$ cat src/rtl/trng_pkg.sv
// trng_pkg: constants and types shared by the TRNG framer and the
// downstream sample buffer's word detector.
//   HEADER_DEF / SYNC_DEF / IDLE_DEF : default frame words
//   em_state_t                       : emitter state encoding
package trng_pkg;

  localparam logic [31:0] HEADER_DEF = 32'h0000_0071;
  localparam logic [31:0] SYNC_DEF   = 32'h0280_f76b;
  localparam logic [31:0] IDLE_DEF   = 32'h0000_0000;

  typedef enum logic [2:0] {
    EM_IDLE = 3'd0,
    EM_HDR  = 3'd1,
    EM_SYNC = 3'd2,
    EM_PAY  = 3'd3,
    EM_GAP  = 3'd4
  } em_state_t;

endpackage

$ cat src/rtl/trng_health.sv
// trng_health: repetition-count health test on the raw bit stream plus
// optional Von Neumann debias.
// Ports:
//   clk_trng, rstn  clock, async active-low reset
//   raw_bit         raw entropy bit
//   raw_valid       raw_bit valid this cycle
//   bit_ok          a debiased (or raw, VN_EN=0) bit is offered this cycle
//   bit_val         value of the offered bit
//   trip            run of identical raw bits just reached RCT_LIMIT
module trng_health #(
  parameter bit          VN_EN     = 1'b1,
  parameter int unsigned RCT_LIMIT = 31
) (
  input  logic clk_trng,
  input  logic rstn,
  input  logic raw_bit,
  input  logic raw_valid,
  output logic bit_ok,
  output logic bit_val,
  output logic trip
);

  localparam logic [7:0] RCT_LIM8 = RCT_LIMIT[7:0];

  logic [7:0] run_cnt;
  logic [7:0] run_next;
  logic       prev_bit;
  logic       phase;
  logic       first_bit;

  // A run count of zero means no raw bit has been seen since reset.
  always_comb begin
    run_next = run_cnt;
    if (raw_valid) begin
      if ((run_cnt == 8'd0) || (raw_bit != prev_bit)) begin
        run_next = 8'd1;
      end else if (run_cnt != 8'hFF) begin
        run_next = run_cnt + 8'd1;
      end
    end
  end

  // Fires only on the bit that reaches the limit, not on later bits of the
  // same run (matters when the counter saturates at the limit).
  assign trip = raw_valid && (run_next == RCT_LIM8) && (run_cnt != RCT_LIM8);

  always_ff @(posedge clk_trng or negedge rstn) begin
    if (!rstn) begin
      run_cnt  <= 8'd0;
      prev_bit <= 1'b0;
    end else if (raw_valid) begin
      run_cnt  <= run_next;
      prev_bit <= raw_bit;
    end
  end

  // Pair 10 -> 1, pair 01 -> 0: the output equals the first bit of the pair.
  always_ff @(posedge clk_trng or negedge rstn) begin
    if (!rstn) begin
      phase     <= 1'b0;
      first_bit <= 1'b0;
    end else if (trip) begin
      phase <= 1'b0;
    end else if (raw_valid) begin
      if (!phase) first_bit <= raw_bit;
      phase <= ~phase;
    end
  end

  always_comb begin
    if (VN_EN) begin
      bit_ok  = raw_valid && phase && (first_bit != raw_bit);
      bit_val = first_bit;
    end else begin
      bit_ok  = raw_valid;
      bit_val = raw_bit;
    end
  end

endmodule

$ cat src/rtl/trng_framer.sv
// trng_framer: packs health-checked entropy bits into 32-bit words and
// emits each word as a HEADER, SYNC, PAYLOAD frame followed by idle gap.
// Ports:
//   clk_trng, rstn  clock, async active-low reset
//   en              frame enable, looked at only while idle
//   raw_bit         raw entropy bit
//   raw_valid       raw_bit valid this cycle
//   err_clr         pulse clearing health_err
//   data_O          framed word stream
//   frame_o         high on HEADER, SYNC and PAYLOAD cycles
//   health_err      sticky repetition-count failure
//   word_cnt        payload words emitted, wrapping
//
// Emitter states:
//   state   | meaning
//   EM_IDLE | stream idle, waiting for a held word and en
//   EM_HDR  | driving HEADER
//   EM_SYNC | driving SYNC
//   EM_PAY  | driving the held word, hold released
//   EM_GAP  | forced idle, gap_cnt counting down
module trng_framer
  import trng_pkg::*;
#(
  parameter bit          VN_EN      = 1'b1,
  parameter int unsigned RCT_LIMIT  = 31,
  parameter int unsigned GAP_CYCLES = 2,
  parameter logic [31:0] HEADER     = HEADER_DEF,
  parameter logic [31:0] SYNC       = SYNC_DEF,
  parameter logic [31:0] IDLE       = IDLE_DEF
) (
  input  logic        clk_trng,
  input  logic        rstn,
  input  logic        en,
  input  logic        raw_bit,
  input  logic        raw_valid,
  input  logic        err_clr,
  output logic [31:0] data_O,
  output logic        frame_o,
  output logic        health_err,
  output logic [15:0] word_cnt
);

  localparam logic [3:0] GAP_LOAD = 4'(GAP_CYCLES - 1);

  logic        bit_ok;
  logic        bit_val;
  logic        trip;
  logic        accept;
  logic [5:0]  bit_cnt;
  logic [31:0] shift_reg;
  logic [31:0] shift_next;
  logic [31:0] hold;
  logic        hold_valid;
  logic        hold_space;
  logic        hold_load;
  logic [31:0] hold_word;
  em_state_t   state;
  logic [3:0]  gap_cnt;

  trng_health #(
    .VN_EN     (VN_EN),
    .RCT_LIMIT (RCT_LIMIT)
  ) u_health (
    .clk_trng  (clk_trng),
    .rstn      (rstn),
    .raw_bit   (raw_bit),
    .raw_valid (raw_valid),
    .bit_ok    (bit_ok),
    .bit_val   (bit_val),
    .trip      (trip)
  );

  assign accept     = bit_ok && !health_err && !trip;
  assign shift_next = {shift_reg[30:0], bit_val};

  // Hold counts as free during the PAYLOAD cycle, so a word finishing on
  // that cycle moves straight in without a bubble.
  assign hold_space = !hold_valid || (state == EM_PAY);
  assign hold_load  = !trip && hold_space &&
                      ((bit_cnt == 6'd32) || (accept && (bit_cnt == 6'd31)));
  assign hold_word  = (bit_cnt == 6'd32) ? shift_reg : shift_next;

  always_ff @(posedge clk_trng or negedge rstn) begin
    if (!rstn) begin
      health_err <= 1'b0;
    end else if (trip) begin
      health_err <= 1'b1;
    end else if (err_clr) begin
      health_err <= 1'b0;
    end
  end

  // bit_cnt == 32 means a complete word is parked in shift_reg waiting for
  // hold; further accepted bits are dropped until it moves.
  always_ff @(posedge clk_trng or negedge rstn) begin
    if (!rstn) begin
      bit_cnt   <= 6'd0;
      shift_reg <= 32'd0;
    end else if (trip) begin
      bit_cnt <= 6'd0;
    end else if (bit_cnt == 6'd32) begin
      if (hold_space) bit_cnt <= 6'd0;
    end else if (accept) begin
      shift_reg <= shift_next;
      if (bit_cnt == 6'd31) begin
        bit_cnt <= hold_space ? 6'd0 : 6'd32;
      end else begin
        bit_cnt <= bit_cnt + 6'd1;
      end
    end
  end

  always_ff @(posedge clk_trng or negedge rstn) begin
    if (!rstn) begin
      hold       <= 32'd0;
      hold_valid <= 1'b0;
    end else if (hold_load) begin
      hold       <= hold_word;
      hold_valid <= 1'b1;
    end else if (state == EM_PAY) begin
      hold_valid <= 1'b0;
    end
  end

  // Outputs are loaded together with the next state so they line up with
  // the state the FSM occupies.
  always_ff @(posedge clk_trng or negedge rstn) begin
    if (!rstn) begin
      state    <= EM_IDLE;
      gap_cnt  <= 4'd0;
      data_O   <= IDLE;
      frame_o  <= 1'b0;
      word_cnt <= 16'd0;
    end else begin
      case (state)
        EM_IDLE: begin
          if (hold_valid && en) begin
            state   <= EM_HDR;
            data_O  <= HEADER;
            frame_o <= 1'b1;
          end else begin
            data_O  <= IDLE;
            frame_o <= 1'b0;
          end
        end
        EM_HDR: begin
          state   <= EM_SYNC;
          data_O  <= SYNC;
          frame_o <= 1'b1;
        end
        EM_SYNC: begin
          state    <= EM_PAY;
          data_O   <= hold;
          frame_o  <= 1'b1;
          word_cnt <= word_cnt + 16'd1;
        end
        EM_PAY: begin
          state   <= EM_GAP;
          gap_cnt <= GAP_LOAD;
          data_O  <= IDLE;
          frame_o <= 1'b0;
        end
        EM_GAP: begin
          data_O  <= IDLE;
          frame_o <= 1'b0;
          if (gap_cnt == 4'd0) begin
            state <= EM_IDLE;
          end else begin
            gap_cnt <= gap_cnt - 4'd1;
          end
        end
        default: begin
          state   <= EM_IDLE;
          data_O  <= IDLE;
          frame_o <= 1'b0;
        end
      endcase
    end
  end

endmodule

$ cat config.mk
export PLATFORM = sky130hd
export DESIGN_NAME = trng_framer
export DESIGN_NICKNAME = d
export VERILOG_FILES = /design/src/rtl/trng_pkg.sv /design/src/rtl/trng_health.sv /design/src/rtl/trng_framer.sv
export SDC_FILE = /design/constraint.sdc
export NUM_CORES = 1
export LEC_CHECK = 0
export ABC_CLOCK_PERIOD_IN_PS = 2800
export BUFFER_PORTS_ARGS = -buffer_cell sky130_fd_sc_hd__buf_2
export CAP_MARGIN = 20
export CORE_ASPECT_RATIO = 2
export CORE_MARGIN = 2
export CORE_UTILIZATION = 40
export CTS_CLUSTER_SIZE = 24
export DETAILED_ROUTE_END_ITERATION = 7
export GPL_TIMING_DRIVEN = 0
export HOLD_SLACK_MARGIN = 0.1
export PLACE_DENSITY_LB_ADDON = 0.12
export SYNTH_ARGS = -nofsm -noshare
export SYNTH_HDL_FRONTEND = slang
export SYNTH_SLANG_ARGS = --single-unit
$ cat constraint.sdc
create_clock -name clk_trng -period 2.8 [get_ports clk_trng]
set_input_delay 0.28 -clock clk_trng [delete_from_list [all_inputs] [get_ports clk_trng]]
set_output_delay 0.28 -clock clk_trng [all_outputs]
set_load 0.005 [all_outputs]
* After elaboration in Yosys (flattened, before gate mapping)
Cells that the tools add are included.
Word-level totals: word-level logic and storage cells 91, bits of input ports 6, memories kept 0, output and inout bits 50, RAM bits 0, latch bits 0, memory bits (read-only) 0, flip-flop bits (word level) 139
Cells by class: equality and inequality tests 15, bitwise gates (word level) 3, shift-type cells 0, add/sub/neg operators 4, reductions and logical operators 30, order comparisons 0, divide/modulo/power cells 0, multiplexer cells 25, $mul 0
Operator list (count):
- $pmux 32 s3 | 1
- $mux 6 | 6
- $mux 32 | 1
- $mux 8 | 3
- $add 16x1->16 const B | 1
- $pmux 3 s5 | 1
- $logic_and 1x1->1 | 10
- $add 8x1->8 const B | 1
- $eq 8x5->1 const B | 1
- $logic_not 8->1 | 1
- $ne 8x5->1 const B | 1
- $ne 8x8->1 const B | 1
- $pmux 4 s2 | 1
- $reduce_bool 2->1 | 4
- $mux 1 | 7
- $mux 7 | 1
- $add 6x1->6 const B | 1
- $eq 3x2->1 const B | 2
- $eq 6x5->1 const B | 1
- $eq 6x6->1 const B | 1
- $mux 3 | 2
- $ne 2x2->1 const B | 3
- $reduce_and 2->1 | 3
- $reduce_and 3->1 | 2
- 14 further kinds | 21

* Logic depth before layout (Yosys ltp)
word-level depth 13, depth in mapped cells 9, gate-level depth less buffers 8

* Cells and area by module
A second synthesis with hierarchy kept.
Unflattened totals: cell total of the unflattened synthesis 476, area, all modules 6217.2 um^2
Modules (own cells, without submodules):
- trng_framer | sequential area each 3203.1 um^2, area an instance 5380.2 um^2, cells each 392, instances 1
- trng_health | sequential area each 275.3 um^2, area an instance 837.1 um^2, cells each 84, instances 1

* Worst setup path before layout
OpenSTA, ideal clock, no wires.
path kind reg-to-reg, start register u_health.run_cnt[0], end register shift_reg[10], setup slack -49 ps, period minus slack after synthesis 2849 ps, data arrival time 2724 ps, data required time 2675 ps, cell stages (with the launch flop) 10, setup time 125 ps, buffers on the path 1, cell sequence dfrtp_1 > inv_1 > ha_1 > or4b_1 > o211a_1 > a41o_1 > and2_4 > o41a_4 > buf_6 > mux2_4
Between the ends: cells in the longest elaborated chain, start to end 10, elaborated cells between the ends (all ways) 15, those cells by class add/sub: 1; eq/ne: 3; mux: 3; bitwise: 1; reduce/logical: 7
RTL lines:
- start: declaration | RTL line trng_health.sv:25 | logic [7:0] run_cnt;
- start signal: assignment | RTL line trng_health.sv:52 | run_cnt <= run_next;
- $add 8x1->8, or another cell as far along | RTL line trng_health.sv:38 | run_next = run_cnt + 8'd1;
- $mux 8 or $logic_or 1x1->1 (tied branches) | RTL line trng_health.sv:37, trng_health.sv:35
- $mux 8 | RTL line trng_health.sv:35 | if ((run_cnt == 8'd0) || (raw_bit != prev_bit)) begin
- $mux 8 | RTL line trng_health.sv:34 | if (raw_valid) begin
- $eq 8x5->1 | RTL line trng_health.sv:45 | assign trip = raw_valid && (run_next == RCT_LIM8) && (run_cnt != RCT_LIM8);
- $logic_and 1x1->1 | RTL line trng_health.sv:45
- $logic_and 1x1->1 * | RTL line trng_health.sv:45
- $logic_not 1->1 | RTL line trng_framer.sv:73 | assign accept = bit_ok && !health_err && !trip;
- $logic_and 1x1->1 | RTL line trng_framer.sv:73
- $reduce_and 3->1 (no source line) *
- end signal: assignment | RTL line trng_framer.sv:104 | shift_reg <= shift_next;
- end: declaration | RTL line trng_framer.sv:50 | logic [31:0] shift_reg;
Mark *: on every way between the ends. The rest lies on a longest branch, timed or not. A chain may end at the register's enable or synchronous reset.

* Final worst setup path
start register u_health.run_cnt[1], end register hold[28]
Between the ends: cells in the longest elaborated chain, start to end 12, elaborated cells between the ends (all ways) 17, those cells by class add/sub: 1; eq/ne: 3; mux: 3; reduce/logical: 10
RTL lines:
- $add 8x1->8, or another cell as far along | RTL line trng_health.sv:38
- $mux 8 or $logic_or 1x1->1 (tied branches) | RTL line trng_health.sv:37, trng_health.sv:35
- $mux 8 | RTL line trng_health.sv:35
- $mux 8 | RTL line trng_health.sv:34
- $eq 8x5->1 | RTL line trng_health.sv:45
- $logic_and 1x1->1 | RTL line trng_health.sv:45
- $logic_and 1x1->1 * | RTL line trng_health.sv:45
- $logic_not 1->1 * | RTL line trng_framer.sv:73, trng_framer.sv:79
- $logic_and 1x1->1 | RTL line trng_framer.sv:73
- $logic_and 1x1->1 | RTL line trng_framer.sv:80 | ((bit_cnt == 6'd32) || (accept && (bit_cnt == 6'd31)));
- $logic_or 1x1->1 | RTL line trng_framer.sv:80
- $logic_and 1x1->1 * | RTL line trng_framer.sv:79 | assign hold_load = !trip && hold_space &&
- end signal: assignment | RTL line trng_framer.sv:118 | hold <= hold_word;
- end: declaration | RTL line trng_framer.sv:52 | logic [31:0] hold;
Marked as above.

==> metrics <==
status finished, violations left; failing checks negative setup slack; fraction of registers with async set/reset 1.00; Clock transition at path regs 0.06 ns; post-DP HPWL between 8000 and 9000 um; register area share after synthesis 0.563; Tcrit/Tclk final 1.00; CTS Buffer Depth 2; Post-synth EDFFs 0; Area growth, synth to finish 24.5%; Final setup viols 8; r2r endpoint hold[28]; Iteration-0 DRC Markers approximately 140; Worst Setup Start Kind register; Leak Pwr 3.89 nW; CTS buffer count 17; top_reg_cell synth dfrtp_1; Yosys warnings 0; slack of the critical path -0.00937 ns; critical-path maximum fanout 10; clk_lat worst skew 0.41 ns; share of layout cells above drive strength 1 0.393; # DRC 0; crit path cell chain inv_2 -> ha_4 -> or4b_4 -> o211a_1 -> buf_4 -> nand4b_1 -> a211oi_4 -> a211oi_4 -> buf_6 -> mux2_2; Synthesized Nets a little under 500; Max Clk Rate between 300 and 400 MHz; Min-Delay Path Depth 3; port bufs 55; clock root buffer clkbuf_16; number of antenna cells inserted 0; total power 0.00599 W; first-pass GRT wire length between 20000 and 25000 um; row count 64; first-pass detailed-route iteration total 4; Post-Syn Area per Cell about 13 um^2; routed len/inst ~17 um; number of max-cap violations 0; VDD IR max 0.000457 V; final net count just under 600; Antenna Violating Nets Remaining 0; hold path endpoint health_err; detailed-route vias per instance 5.08; largest net degree at the start of global routing 73; launch point of the worst reg-to-reg path u_health.run_cnt[1]; power density over the cells between 700 and 800 nW/um^2; final core utilization 0.506; WP data arrival approximately 3.1 ns; FF-to-FF path depth 10; Worst EP required roughly 3.1 ns; cells after synthesis 476; FF-to-FF setup slack -0.009 ns; Slew @ Worst Pin about 0.77 ns; Initial Util 0.406; hold_sp err_clr; WS Path Type register to register; Die ar. 16500 um^2; hold crit path type input port to register; Clock Skews 0.00941 ns; core footprint ~15000 um^2; Layout fillers 1349; CTS Sinks roughly 140; Die Wd ~92 um; Fin. Hold Viols 0; library cells used by synthesis between 40 and 50; RSZ-0062 raised after global routing yes; Total GRT Usage 0.165; CP most frequent cell a211oi_4; H-tree depth 4; height of the die 180 um; CTS tree yes; Worst Path Buf+Inv 3; Synth Register Bits between 100 and 150; vias in the first global route roughly 4300; RD Place Congestion 0.849; grt ovf 0; slowest stage cell, crit path dfrtp_2; most frequent cells in the layout dfrtp_1 (137), buf_2 (56), mux2_2 (54); commonest non-fill, non-tap cell in the layout dfrtp_1; cell area after synthesis 6180 um^2; final slew viol count 0; # IOs 56; Top delay family on crit path compound AO/OA/AOI/OAI gates; total routed wirelength around 13000 um; Via Count between 3000 and 4000; Final min period approximately 2.8 ns; CP endpoint kind register; crit-path max cell delay 0.45 ns; relative slew slack 0.479; initial antenna violation count 0
[final cells by class]
class	count	area (um^2)	share of cell area
sequential	139	3480	0.452
multi-input combinational	305	2670	0.347
timing repair buffer	75	517	0.0671
clock buffer	21	470	0.0611
tap	198	248	0.0322
buffer	21	158	0.0205
clock inverter	11	118	0.0153
inverter	10	37.5	0.00488
[stage by stage]
stage	cells	hold slack, ns	setup TNS, ns	area (um^2)	setup slack, ns
floorplan	476	-0.0156	0	6200	0.0308
global placement	729	0.453	-96.54	6720	-0.605
detailed placement	731	0.328	-15.73	6770	-0.462
CTS	777	0.117	-0.181	7560	-0.0188
global route	780	0.130	-3.69	7700	-0.0927
finish	780	0.126	-0.0288	7700	-0.00937
[where the power goes]
| group | leakage (nW) | switching (W) | internal (W) | total [W] |
|---|---|---|---|---|
| combinational | 1.72 | 0.000648 | 0.000601 | 0.00125 |
| sequential | 1.89 | 0.000232 | 0.00228 | 0.00252 |
| clock | 0.289 | 0.000845 | 0.00138 | 0.00222 |
| total | 3.89 | 0.00173 | 0.00426 | 0.00599 |
[cell families (layout without fill, tap and decap cells)]
logic type,count (synthesis),count (layout),share of synthesized area
flip-flops,139,139,0.563
AND/OR/NAND/NOR,117,117,0.104
multiplexers,100,100,0.200
AO/OA/AOI/OAI,60,60,0.0658
buffers and inverters,32,138,0.0243
XOR/XNOR,22,22,0.0312
adder cells (fa/ha/maj),6,6,0.0121
[tightest hold or removal path, stage by stage]
cell and delay, ns:
buf_2 0.09, inv_1 0.04, a21o_1 0.09
[worst max path at each step]
stage | start | endpoint | slack, ns | depth (start not counted)
3_5_place_dp | u_health.run_cnt[0] | hold[2] | -0.46 | 9
4_1_cts | u_health.run_cnt[0] | shift_reg[19] | -0.02 | 9
2_1_floorplan | u_health.run_cnt[0] | hold[16] | 0.03 | 9
3_3_place_gp | bit_cnt[0] | hold[30] | -0.60 | 8
5_1_grt | u_health.run_cnt[1] | hold[12] | -0.09 | 10
6_report | u_health.run_cnt[1] | hold[28] | -0.009 | 10
[repair_timing]
item,4_1_cts,5_1_grt
setup endpoints to repair,63,64
hold endpoints to repair,67,0
pin swaps,5,4
buffers inserted,13,2
hold buffers,1,0
resized for setup,20,22
cloned,1,2
[cells in the mapped netlist (3+ instances only)]
master,instances,area (um^2)
dfrtp_1,139,3480
mux2_2,61,687
mux2_4,30,450
nor2_1,22,82.6
a21oi_1,20,100
nand2_1,19,71.3
and2_1,17,106
a21o_1,16,120
clkbuf_1,13,48.8
xnor2_1,13,114
nand3_1,11,55.1
inv_1,10,37.5
xor2_1,9,78.8
mux2_1,8,90.1
nand4_1,8,50.1
o21ai_0,8,40.0
buf_2,6,30.0
ha_1,6,75.1
nor3_1,6,30.0
and3_1,5,31.3
nand4b_1,4,35.0
nor4_1,4,25.0
buf_6,3,33.8
nand2b_1,3,18.8
nor3b_1,3,22.5
[routing by layer]
layer,vias up,part of all wire,GRT usage
met5,-,0,0
met4,0,0.019,0.0597
met3,16,0.022,0.0381
met2,61,0.55,0.298
met1,2022,0.41,0.186
li1,1866,-,-
Power figures use the tool's default switching activity.
